## src/rtl/pipelined_adder_pkg.sv

```systemverilog
// Shared defaults for the segmented pipelined adder and the stage-count derivation.
package pipelined_adder_pkg;

    localparam int DEF_WIDTH = 16;
    localparam int DEF_SEG   = 4;

    function automatic int stages_of(input int width, input int seg);
        return width / seg;
    endfunction

endpackage

```

## src/rtl/pipelined_adder_seg_adder.sv

```systemverilog
// Combinational SEG-bit ripple-carry adder built from a chain of full-adder cells.
module seg_adder
    import pipelined_adder_pkg::*;
#(
    parameter int SEG = DEF_SEG
) (
    input  logic [SEG-1:0] x_i,
    input  logic [SEG-1:0] y_i,
    input  logic           cin_i,
    output logic [SEG-1:0] sum_o,
    output logic           cout_o
);

    logic [SEG:0] carry;

    assign carry[0] = cin_i;

    genvar gi;
    generate
        for (gi = 0; gi < SEG; gi++) begin : g_fa
            assign sum_o[gi]     = x_i[gi] ^ y_i[gi] ^ carry[gi];
            assign carry[gi + 1] = (x_i[gi] & y_i[gi]) | (carry[gi] & (x_i[gi] ^ y_i[gi]));
        end
    endgenerate

    assign cout_o = carry[SEG];

endmodule

```

## src/rtl/pipelined_adder.sv

```systemverilog
// WIDTH-bit add/subtract pipelined as SEG-bit ripple segments, one per stage,
// with a registered carry between stages and a valid/ready handshake on both sides.
module pipelined_adder
    import pipelined_adder_pkg::*;
#(
    parameter int WIDTH = DEF_WIDTH,
    parameter int SEG   = DEF_SEG
) (
    input  logic             clk_i,
    input  logic             rst_ni,
    input  logic             in_valid_i,
    output logic             in_ready_o,
    input  logic [WIDTH-1:0] a_i,
    input  logic [WIDTH-1:0] b_i,
    input  logic             cin_i,
    input  logic             sub_i,
    output logic             out_valid_o,
    input  logic             out_ready_i,
    output logic [WIDTH-1:0] sum_o,
    output logic             cout_o,
    output logic             ovf_o
);

    localparam int STAGES = stages_of(WIDTH, SEG);
    localparam int LAST   = STAGES - 1;

    logic             adv;
    logic [WIDTH-1:0] b_eff;

    // Subtraction is A + ~B + 1; the +1 comes in as the stage-0 carry.
    assign b_eff = b_i ^ {WIDTH{sub_i}};

    genvar gi;
    generate
        for (gi = 0; gi < STAGES; gi++) begin : g_stage
            localparam int RES_W = (gi + 1) * SEG;

            logic [SEG-1:0]   x;
            logic [SEG-1:0]   y;
            logic [SEG-1:0]   s;
            logic             ci;
            logic             co;
            logic             valid_d;
            logic             valid_q;
            logic [RES_W-1:0] res_d;
            logic [RES_W-1:0] res_q;

            seg_adder #(.SEG(SEG)) u_seg (
                .x_i   (x),
                .y_i   (y),
                .cin_i (ci),
                .sum_o (s),
                .cout_o(co)
            );

            if (gi == 0) begin : g_head
                assign x       = a_i[SEG-1:0];
                assign y       = b_eff[SEG-1:0];
                assign ci      = sub_i | cin_i;
                assign valid_d = in_valid_i;
                assign res_d   = s;
            end else begin : g_body
                assign x       = g_stage[gi-1].g_skew.opa_q[SEG-1:0];
                assign y       = g_stage[gi-1].g_skew.opb_q[SEG-1:0];
                assign ci      = g_stage[gi-1].g_skew.carry_q;
                assign valid_d = g_stage[gi-1].valid_q;
                // Lower result segments ride along so the full sum leaves aligned.
                assign res_d   = {s, g_stage[gi-1].res_q};
            end

            always_ff @(posedge clk_i or negedge rst_ni) begin
                if (!rst_ni) begin
                    valid_q <= 1'b0;
                    res_q   <= '0;
                end else if (adv) begin
                    valid_q <= valid_d;
                    res_q   <= res_d;
                end
            end

            if (gi < LAST) begin : g_skew
                localparam int OP_W = WIDTH - RES_W;

                logic [OP_W-1:0] opa_d;
                logic [OP_W-1:0] opb_d;
                logic [OP_W-1:0] opa_q;
                logic [OP_W-1:0] opb_q;
                logic            carry_q;

                // Upper operand segments wait here until their carry arrives.
                if (gi == 0) begin : g_src_in
                    assign opa_d = a_i[WIDTH-1:SEG];
                    assign opb_d = b_eff[WIDTH-1:SEG];
                end else begin : g_src_skew
                    assign opa_d = g_stage[gi-1].g_skew.opa_q[WIDTH-gi*SEG-1:SEG];
                    assign opb_d = g_stage[gi-1].g_skew.opb_q[WIDTH-gi*SEG-1:SEG];
                end

                always_ff @(posedge clk_i or negedge rst_ni) begin
                    if (!rst_ni) begin
                        opa_q   <= '0;
                        opb_q   <= '0;
                        carry_q <= 1'b0;
                    end else if (adv) begin
                        opa_q   <= opa_d;
                        opb_q   <= opb_d;
                        carry_q <= co;
                    end
                end
            end else begin : g_tail
                logic cout_q;
                logic ovf_d;
                logic ovf_q;

                assign ovf_d = (x[SEG-1] == y[SEG-1]) && (s[SEG-1] != x[SEG-1]);

                always_ff @(posedge clk_i or negedge rst_ni) begin
                    if (!rst_ni) begin
                        cout_q <= 1'b0;
                        ovf_q  <= 1'b0;
                    end else if (adv) begin
                        cout_q <= co;
                        ovf_q  <= ovf_d;
                    end
                end
            end
        end
    endgenerate

    assign out_valid_o = g_stage[LAST].valid_q;
    assign sum_o       = g_stage[LAST].res_q;
    assign cout_o      = g_stage[LAST].g_tail.cout_q;
    assign ovf_o       = g_stage[LAST].g_tail.ovf_q;

    // The whole pipe moves together whenever the output slot can be vacated.
    assign adv        = out_ready_i || !out_valid_o;
    assign in_ready_o = adv;

endmodule

```

## config.mk

```make
export PLATFORM = sky130hd
export DESIGN_NAME = pipelined_adder
export DESIGN_NICKNAME = d
export VERILOG_FILES = /design/src/rtl/pipelined_adder_pkg.sv /design/src/rtl/pipelined_adder_seg_adder.sv /design/src/rtl/pipelined_adder.sv
export SDC_FILE = /design/constraint.sdc
export NUM_CORES = 1
export LEC_CHECK = 0
export ABC_CLOCK_PERIOD_IN_PS = 3000
export CORE_MARGIN = 4
export CORE_UTILIZATION = 57
export CTS_BUF_LIST = sky130_fd_sc_hd__clkbuf_4
export DETAILED_ROUTE_END_ITERATION = 10
export GPL_TIMING_DRIVEN = 0
export PLACE_DENSITY = 0.85
export SETUP_SLACK_MARGIN = 0.02
export SLEW_MARGIN = 10
export SYNTH_ARGS = -nofsm -noshare
export SYNTH_HDL_FRONTEND = slang
export SYNTH_HIERARCHICAL = 1
export SYNTH_SLANG_ARGS = --single-unit
```

## constraint.sdc

```tcl
create_clock -name clk_i -period 3 [get_ports clk_i]
set_input_delay 0.6 -clock clk_i [delete_from_list [all_inputs] [get_ports clk_i]]
set_output_delay 0.6 -clock clk_i [all_outputs]
set_load 0.01 [all_outputs]
```

==> key figures <==
Run status
  – Status: finished, final reports clean

Yosys
  – Sequential share of the synthesized area: 0.562
  – Cell area after synthesis: 4320 um^2
  – Post-synthesis cell type count: 16
  – Simple-gate share of the synthesized area: 0.0116
  – Compound-cell area share of the yosys netlist: 0.00145
  – Mux cell area share after synthesis: 0.262
  – Ys Warns: 6
  – Syn Nets: 338
  – Syn Inst Count: around 280
  – Seq cells post-synth: 97
  – Syn avg cell area: 15.2 um^2
  – Adder-cell share of the synthesized area: 0.0741
  – Synth Area in XOR/XNOR: 0.0324
  – Main combinational cell family by area after synthesis: multiplexers

Worst setup path
  – Crit Path Class: in -> out
  – Worst Setup End Kind: output pin
  – Maximum fanout along the worst path: 10
  – CP cell instances: clkdlybuf4s50_1, nand2b_4, buf_6, buf_6, buf_6, clkdlybuf4s50_1
  – Crit path top cell by count: buf_6
  – Buf/Inv on CP: 5
  – Crit path DAT: 2.26 ns
  – CP Launch Type: input port
  – Worst path required time: approximately 2.4 ns
  – Slowest cell delay on critical path: 0.55 ns
  – Crit-path slowest cell: clkdlybuf4s50_1
  – Delay-heaviest family, CP: buffers and inverters

Floorplan
  – Die Y: 95.1 um
  – Row count: 31
  – # IOs: 58
  – Initial Util: 0.592
  – Core outline area: 7290 um^2
  – Die area: 9040 um^2
  – Die W: ~95 um

Route
  – Starting DRT DRC Count: 43
  – Total Wirelength: between 7000 and 8000 um
  – Vias/cell: around 4.9
  – Met3 wire length: 260 um
  – Pre-antenna DRT Iters: 4
  – Antenna viol nets, final: 0
  – Max layer used: met4
  – Mean routed wirelength per cell: ~16 um
  – Vias: 2231
  – DR DRC count: 0
  – WL met2: 3680 um
  – Routed length on met1: 3120 um

STA
  – Setup violators final: 0
  – Clock skew: 0.0185 ns
  – Final min period: 2.86 ns
  – Max Freq: 350 MHz
  – Unrepaired setup endpoints after global routing: false
  – Worst Hold Slack: roughly 0.094 ns
  – Final worst path period share: 0.953
  – Final worst slack: 0.140 ns
  – Worst rel slew slack: 0.718
  – Max-slew violation count: 0
  – Hold Fails Final Rpt: 0
  – Worst slew pin tran: approximately 0.42 ns
  – Setup TNS: 0 ns

Clock tree
  – Clk_lat worst skew: ~0.43 ns
  – # hold bufs at CTS: 0
  – Total number of H-tree levels: 3
  – Clock buffer depth: 2
  – CTS Root Cell: clkbuf_4
  – Clock-pin slew of the registers on the worst-case setup and hold paths: 0.14 ns
  – Clk sink count: 97
  – Cts repair resizes: 0
  – TritonCTS Buffers: 9
  – Setup repair bufs after CTS: 0
  – CTS tree: built

Global routing
  – Largest net degree at the start of global routing: 67
  – Vias in the first global route: 2566
  – First-pass GRT wire length: 12200 um
  – Total gr overflow: 0
  – GRT Total Usage: 0.180
  – Initial antenna violation count: 0

Cells and area
  – Most frequent cells in the layout: dfrtp_1 (97), mux2_2 (78), clkdlybuf4s50_1 (55), inv_1 (40), mux2_4 (17)
  – Layout area overhead: 20.1%
  – Layout filler cell count: 537
  – Design Area, Final: 5190 um^2
  – Nets: 406
  – Multi-input gate area: 1650 um^2
  – Ratio of cells with drive above 1 in the final layout: 0.356
  – Register area: approximately 2400 um^2
  – Finished Layout Cells: 456
  – Most common cell after layout, fill and taps aside: dfrtp_1
  – Antenna cells: 0

Place
  – Placed Area: 5030 um^2
  – Final RePlAce weighted congestion: between 0.7 and 0.8
  – DPL Wire Length: 5260 um
  – Setup WS pre-CTS: -0.144 ns
  – Port bufs: 56
  – Placed cell count: 440

Power and ir drop
  – P per Cell Area: 958 nW/um^2
  – Peak VDD IR: around 0.54 mV
  – Leakage power: ~2.4 nW

Run
  – Max Cap Violations: 0

Worst hold path
  – HP Class: in -> async
cells in the mapped netlist:
cell	number	area, um^2
dfrtp_1	97	2430
mux2_2	78	878
buf_2	8	40.0
nand2b_4	1	13.8
nand2b_1	1	6.26
or2_2	1	6.26
nand3b_1	1	7.51
a31oi_1	1	6.26
or3b_2	1	8.76
buf_6	4	45.0
nor3b_1	1	7.51
fa_1	16	320
buf_4	1	7.51
xor2_1	16	140
mux2_4	17	255
inv_1	40	150
where the power goes:
part | switching [mW] | internal (mW) | leakage [nW]
Sequential | 0.330 | 1.90 | 1.13
Combinational | 0.778 | 1.21 | 1.17
Clock | 0.409 | 0.342 | 0.0777
logic make-up after synthesis:
logic type | Yosys count
DFF | 97
muxes | 95
buffers and inverters | 53
xor gates and xnor gates | 16
adders and majority gates | 16
and+or+nand+nor | 6
AOI/OAI and AO/OA | 1
worst paths after layout:
path                                        to  cells past startpoint                       from  slack (ns)
min reg2reg                        out_valid_o                      1         g_stage[2].valid_q        0.48
min                                  sum_o[15]                      1                     rst_ni        0.09
max reg2reg                              ovf_o                     10  g_stage[2].g_skew.carry_q        0.21
max                                 in_ready_o                      6                out_ready_i        0.14
min in group clk_i                 out_valid_o                      1         g_stage[2].valid_q        0.48
max in group asynchronous  g_stage[1].res_q[4]                      2                     rst_ni        2.27
final cells by class:
class	count	area share
tap	99	0.0239
buffer	13	0.0178
clock buffer	10	0.0145
inverter	40	0.0289
multi-input combinational	134	0.318
timing repair buffer	57	0.113
clock inverter	6	0.0159
sequential	97	0.468
flip-flops by register name, indices dropped and copies added, names as in the netlist:
signal and flops:
cout_o 1, g_stage.res_q 24, g_stage.g_skew.carry_q 3, g_stage.g_skew.opb_q 24
g_stage.valid_q 3, ovf_o 1, sum_o 16, g_stage.g_skew.opa_q 24
out_valid_o 1
through the flow:
| stage | total power, mW | util |
|---|---|---|
| floorplan | 3.55 | - |
| global placement | 4.14 | 0.686 |
| detailed placement | 4.27 | 0.690 |
| CTS | 5.03 | 0.711 |
| global route | 5.35 | 0.711 |
| finish | 4.97 | 0.711 |
metal layers:
metal | vias up | GRT usage
met5 | - | 0
met4 | 0 | 0.0649
met3 | 9 | 0.0347
met2 | 34 | 0.308
met1 | 1130 | 0.229
li1 | 1058 | -
Note: power is estimated with default switching activity, not from simulation.
